### config.mk
export PLATFORM = sky130hd
export DESIGN_NAME = activity_monitor
export DESIGN_NICKNAME = d
export VERILOG_FILES = /design/src/rtl/activity_monitor.sv
export SDC_FILE = /design/constraint.sdc
export NUM_CORES = 1
export LEC_CHECK = 0
export BUFFER_PORTS_ARGS = -buffer_cell sky130_fd_sc_hd__buf_2
export CORE_UTILIZATION = 45
export CTS_CLUSTER_DIAMETER = 60
export DETAILED_ROUTE_END_ITERATION = 8
export PLACE_DENSITY = 0.75
export SKIP_LAST_GASP = 1
export SLEW_MARGIN = 20
export SYNTH_ARGS = -nofsm -noshare
export SYNTH_HDL_FRONTEND = slang
export SYNTH_SLANG_ARGS = --single-unit
export TNS_END_PERCENT = 100
### constraint.sdc
create_clock -name clk -period 2.66 [get_ports clk]
set_input_delay 0.798 -clock clk [delete_from_list [all_inputs] [get_ports clk]]
set_output_delay 0.798 -clock clk [all_outputs]
set_load 0.02 [all_outputs]
### src/rtl/activity_monitor.sv
// activity_monitor
//   Merges masked per-source activity strobes into one stretched blink_en level
//   for the activity-LED blinker, with a saturating event counter and sticky
//   per-source flags for status readback.
//   Optional: define ACTMON_SYNC_EN to put a 2-flop synchronizer on every act_i bit,
//   which allows act_i to be asynchronous and adds 2 cycles to every act_i-related latency.
//
//   state     | meaning
//   ----------+---------------------------------------------------------------
//   ST_IDLE   | no recent activity, blink_en low, timer parked at HOLD
//   ST_ACTIVE | a masked source is active this cycle, timer held at HOLD
//   ST_HOLD   | activity stopped, timer counting down to 0 before IDLE

module activity_monitor #(
    parameter int unsigned NSRC  = 4,
    parameter logic [23:0] HOLD  = 24'h3F_FFFF,
    parameter int unsigned CNT_W = 16
) (
    input  logic             clk,
    input  logic             resetn,
    input  logic [NSRC-1:0]  act_i,
    input  logic [NSRC-1:0]  act_mask_i,
    input  logic             cnt_clr_i,
    output logic             blink_en,
    output logic [NSRC-1:0]  act_src_o,
    output logic [CNT_W-1:0] event_cnt_o
);

    typedef enum logic [1:0] {
        ST_IDLE   = 2'd0,
        ST_ACTIVE = 2'd1,
        ST_HOLD   = 2'd2
    } state_t;

    localparam logic [CNT_W-1:0] CNT_MAX = '1;

    state_t          state, state_nxt;
    logic [23:0]     timer, timer_nxt;
    logic [NSRC-1:0] act_s;
    logic [NSRC-1:0] act_q;
    logic            hit;
    logic            rise;

`ifdef ACTMON_SYNC_EN
    logic [NSRC-1:0] sync_q1, sync_q2;

    // Two-flop synchronizer so act_i may come from another clock domain.
    always_ff @(posedge clk or negedge resetn) begin
        if (!resetn) begin
            sync_q1 <= '0;
            sync_q2 <= '0;
        end else begin
            sync_q1 <= act_i;
            sync_q2 <= sync_q1;
        end
    end

    assign act_s = sync_q2;
`else
    assign act_s = act_i;
`endif

    assign hit  = |(act_s & act_mask_i);
    assign rise = |(act_s & ~act_q & act_mask_i);

    // Previous-cycle activity, unmasked, so a mask change never fakes a rising edge.
    always_ff @(posedge clk or negedge resetn) begin
        if (!resetn) act_q <= '0;
        else         act_q <= act_s;
    end

    // Next-state and hold-timer logic; timer==0 is tested before decrementing.
    always_comb begin
        state_nxt = state;
        timer_nxt = timer;
        case (state)
            ST_IDLE: begin
                timer_nxt = HOLD;
                if (hit) state_nxt = ST_ACTIVE;
            end
            ST_ACTIVE: begin
                timer_nxt = HOLD;
                if (!hit) state_nxt = ST_HOLD;
            end
            ST_HOLD: begin
                if (hit) begin
                    state_nxt = ST_ACTIVE;
                    timer_nxt = HOLD;
                end else if (timer == 24'd0) begin
                    state_nxt = ST_IDLE;
                end else begin
                    timer_nxt = timer - 24'd1;
                end
            end
            default: begin
                state_nxt = ST_IDLE;
                timer_nxt = HOLD;
            end
        endcase
    end

    // State, timer and the registered blink enable (high whenever not heading to IDLE).
    always_ff @(posedge clk or negedge resetn) begin
        if (!resetn) begin
            state    <= ST_IDLE;
            timer    <= HOLD;
            blink_en <= 1'b0;
        end else begin
            state    <= state_nxt;
            timer    <= timer_nxt;
            blink_en <= (state_nxt != ST_IDLE);
        end
    end

    // Sticky per-source flags for the current burst, wiped as the burst ends.
    always_ff @(posedge clk or negedge resetn) begin
        if (!resetn)                                     act_src_o <= '0;
        else if (state != ST_IDLE && state_nxt == ST_IDLE) act_src_o <= '0;
        else                                             act_src_o <= act_src_o | (act_s & act_mask_i);
    end

    // Saturating event counter; clear wins over a coincident rise.
    always_ff @(posedge clk or negedge resetn) begin
        if (!resetn)                          event_cnt_o <= '0;
        else if (cnt_clr_i)                   event_cnt_o <= '0;
        else if (rise && event_cnt_o != CNT_MAX) event_cnt_o <= event_cnt_o + 1'b1;
    end

endmodule
# Yosys cells after proc, flatten, opt, wreduce, memory -nomap -nowiden
# Index checks and enable logic that the tools add are counted.
# word_totals
regBits	51
input_bits	11
word_cells	38
# op_classes
n_addsub	2
n_eq_ne	4
n_mux	11
n_bitwise	5
reduce_logical	10
# ops
op	count
$mux 24	3
$mux 16	2
$logic_not 24->1	1
$sub 24x1->24 const B	1
$add 16x1->16 const B	1
$ne 16x16->1 const B	1
$and 4x4->4	3
$mux 2	4
$reduce_or 4->1	2
$pmux 2 s3	1
$reduce_bool 2->1	3
$logic_not 2->1	2
$mux 4	1
$not 4->4	1
$or 4x4->4	1
$ne 3x3->1 const B	1
$eq 2x1->1 const B	1
$eq 2x2->1 const B	1
$logic_and 1x1->1	2

# Logic depth before layout (Yosys ltp)
# depth
depth_word	7
depth_mapped	7

# Least setup slack after synthesis
# No wires, ideal clock.
# synth_path
kind	register to register
from	register timer[16]
to	register timer[23]
setup_time_ps	78
t_arrival_ps	2199
t_required_ps	2582
path_slack_ps	384
stages_incl_launch_ff	6
path_buffers	0
path_cell_list	dfstp_2 -> or4_4 -> or3_1 -> or4_1 -> or3_1 -> a21oi_1
# synth_between
elab_chain_len	4
elab_cells_between_ends	6
# synth_lines
element	line	source
start, declared	38	logic [23:0] timer, timer_nxt;
start signal, assigned	110	timer <= timer_nxt;
$sub 24x1->24	92	timer_nxt = timer - 24'd1;
$mux 24	89	end else if (timer == 24'd0) begin
$mux 24	86	if (hit) begin
$mux 24	76	case (state)
# Parallel ways exist; a longest one is shown, timed or not. The select of a mux whose other input is x is not followed.
# A chain may end at the register's enable or synchronous reset.

# Worst setup path in the final report
# Ends and elaborated chain as after synthesis.

==> qor.yml <==
detailed_routing:
  drt_pass1_iterations: 4
  vias: 2068
  drt_iter0_markers: 118
  ant_nets: 0
  wl_per_cell_um: 14.4
  wl_mm: 5.28
  viasPerCell: 5.65
  drc: 0
setup_path:
  required_ns: 2.89
  path_max_fanout: 7
  critPathKind: "register to register"
  cp.arrival_ns: 2.64
  end_kind: "register"
  critPathLaunchType: "register"
grt:
  overflow: 0
  antenna_found_initial: 0
  grt_pass1_vias: 2040
  grt_util_all_layers_pct: 19.8
  grt_max_degree: 21
  grt_pass1_wl_mm: 9.38
synthesis:
  yosys-top-cells-area: "dfrtp_1 (29%), dfstp_2 (23%), xnor2_1 (6.6%)"
  ys_top_cells_by_count: "dfrtp_1 (29), dfstp_2 (22), nand2_1 (22), nor2_1 (22), xnor2_1 (19)"
  synth-seq-area-share_pct: 51.6
  synth_edf_count: 0
  synth_fa_ha_area_share_pct: 0.991
  synth_top_area_share_pct: 28.7
  synth_compound_area_share_pct: 9.91
  ys_seq_elements: 51
  synthSimpleGateAreaFrac_pct: 28.3
  synth_top_family_by_area: "simple AND/OR/NAND/NOR gates"
  synth.avg_cell_area_um2: 9.95
  syn-num-nets: 267
  synth-async-reset-ratio_pct: 100
  synth-xor-area-share_pct: 7.63
  yosys.area.top_type: "dfrtp_1"
  synthMuxAreaShare_pct: 0.396
  netlist_instances: 254
  netlist_area_um2: 2530
  ys_warn_count: 0
  yosysMostFrequentCell: "dfrtp_1"
  synth_cell_type_count: 39
  synth_ff_type: "dfrtp_1"
die:
  die_area_um2: 5920
  rows: 26
  boundaryPins: 32
  core-area_um2: 5270
  die_w_um: 76.9
  start_util_pct: 47.9
  die_y_um: 76.9
power_and_ir_drop:
  clock_power_share_pct: 36.4
  peakVddDrop_uv: 279
  netSwitchingPower_mw: 0.374
  leakage_nw: 1.10
  power_density_nw_per_um2: 516
  p_sw_share_pct: 24.8
  combinationalPowerShare_pct: 9.2
  power.sequential.fraction_pct: 54.4
  p_int_mw: 1.14
cts:
  hold_buffers: 0
  clockBufferDepth: 2
  cts_max_level: 2
  postCtsSetupRepairBufs: 0
  ctsResizeCount: 0
  clock_latency_ns: 0.30
  root_buffer: "clkbuf_8"
  numCtsBuffers: 5
  cts.clk_slew.worst_paths_ns: 0.10
  cts_tree: "yes"
  clock-sinks: 51
sta:
  clock_skew_ns: 0.00589
  setup_viol: 0
  whs_ns: 0.430
  final_max_slew_viol_count: 0
  clock.fmax_mhz: 415
  worst_slew_pin_slew_ns: 0.581
  finalCritPeriodShare_pct: 90.6
  finalCriticalPeriod_ns: 2.41
  rsz0062_at_grt: "false"
  fin_setup_tns_ns: 0
  slew_headroom_pct: 61.3
  hold_violations: 0
layout:
  syn_to_final_growth_pct: 15.9
  final_nets: 308
  drive_gt1_share_pct: 25.3
  diodes: 0
run_status:
  status: "complete, no violations"
placement:
  portBuffers: 31
  dp_hpwl_mm: 3.79
  place.gp.congestion: 0.796
job:
  max-cap-violations: 0
min_path:
  hold_path.class: "input port to async pin"
-- registers in the layout (all words and copies together), names as in the netlist --
| name | flops |
|---|---|
| act_src_o | 4 |
| timer | 24 |
| state | 2 |
| blink_en | 1 |
| event_cnt_o | 16 |
| act_q | 4 |
-- worst max-delay path, stage by stage, from the launching register on --
cell     delay (ns)
dfstp_2        0.40
or4_4          0.58
or3_1          0.37
or4_1          0.53
or3_1          0.32
a21oi_1        0.14
-- power by group through the flow --
stage	sequential [mW]	clock, mW	combinational [mW]
6_report	0.822	0.550	0.139
5_1_grt	0.827	0.606	0.154
4_1_cts	0.822	0.566	0.141
3_5_place_dp	0.836	0	0.141
3_3_place_gp	0.835	0	0.138
2_1_floorplan	0.863	0	0.0502
-- metal layers --
layer  vias up  wire (µm)  GRT usage [%]
li1       1018          -              -
met1       997       2490           25.7
met2        48       2540           32.2
met3         5        188           3.45
met4         0         63           8.46
met5         -          0              0
-- logic make-up after synthesis --
| kind of cell | Yosys count |
|---|---|
| AOI/OAI and AO/OA | 40 |
| xor gates and xnor gates | 22 |
| adders and majority gates | 2 |
| buffers and inverters | 8 |
| DFF | 51 |
| muxes | 1 |
| and+or+nand+nor | 130 |
-- cells in the final DEF, fill, tap and decap left out, types with 8 or more instances in the layout --
master	count
nand2_1	22
a21oi_1	11
dfstp_2	22
nand3_1	9
nor3_1	16
nor2_1	22
nor4_1	12
buf_2	31
or4_1	8
xnor2_1	19
o21ai_0	11
buf_4	9
dfrtp_1	29
-- through the flow --
step	setup slack, ns	util, %	instances	instance area, µm²	power, mW
2_1_floorplan	0.384	-	254	2530	0.913
3_5_place_dp	0.266	53.4	358	2810	0.977
4_1_cts	0.247	55.6	366	2930	1.53
5_1_grt	0.119	55.6	366	2930	1.59
3_3_place_gp	0.337	53.4	358	2810	0.973
6_report	0.251	55.6	366	2930	1.51
-- worst paths after layout --
check	start	endpoint	slack, ns	depth (start not counted)
worst min register to register	timer[19]	timer[19]	0.53	2
min in group clk	timer[19]	timer[19]	0.53	2
max in group asynchronous	resetn	timer[7]	1.56	2
worst max-delay path	timer[16]	timer[23]	0.25	5
worst min-delay path	resetn	timer[22]	0.43	1
worst max register to register	timer[16]	timer[23]	0.25	5
-- area by class of cell --
cell class                      count  area [µm²]
Tap cell                           70        87.6
Multi-Input combinational cell    195        1190
Clock inverter                      3        46.3
Fill cell                         466        2340
Timing Repair Buffer               40         223
Sequential cell                    51        1300
Inverter                            2        7.51
Clock buffer                        5        68.8
Power figures use the tool's default switching activity.
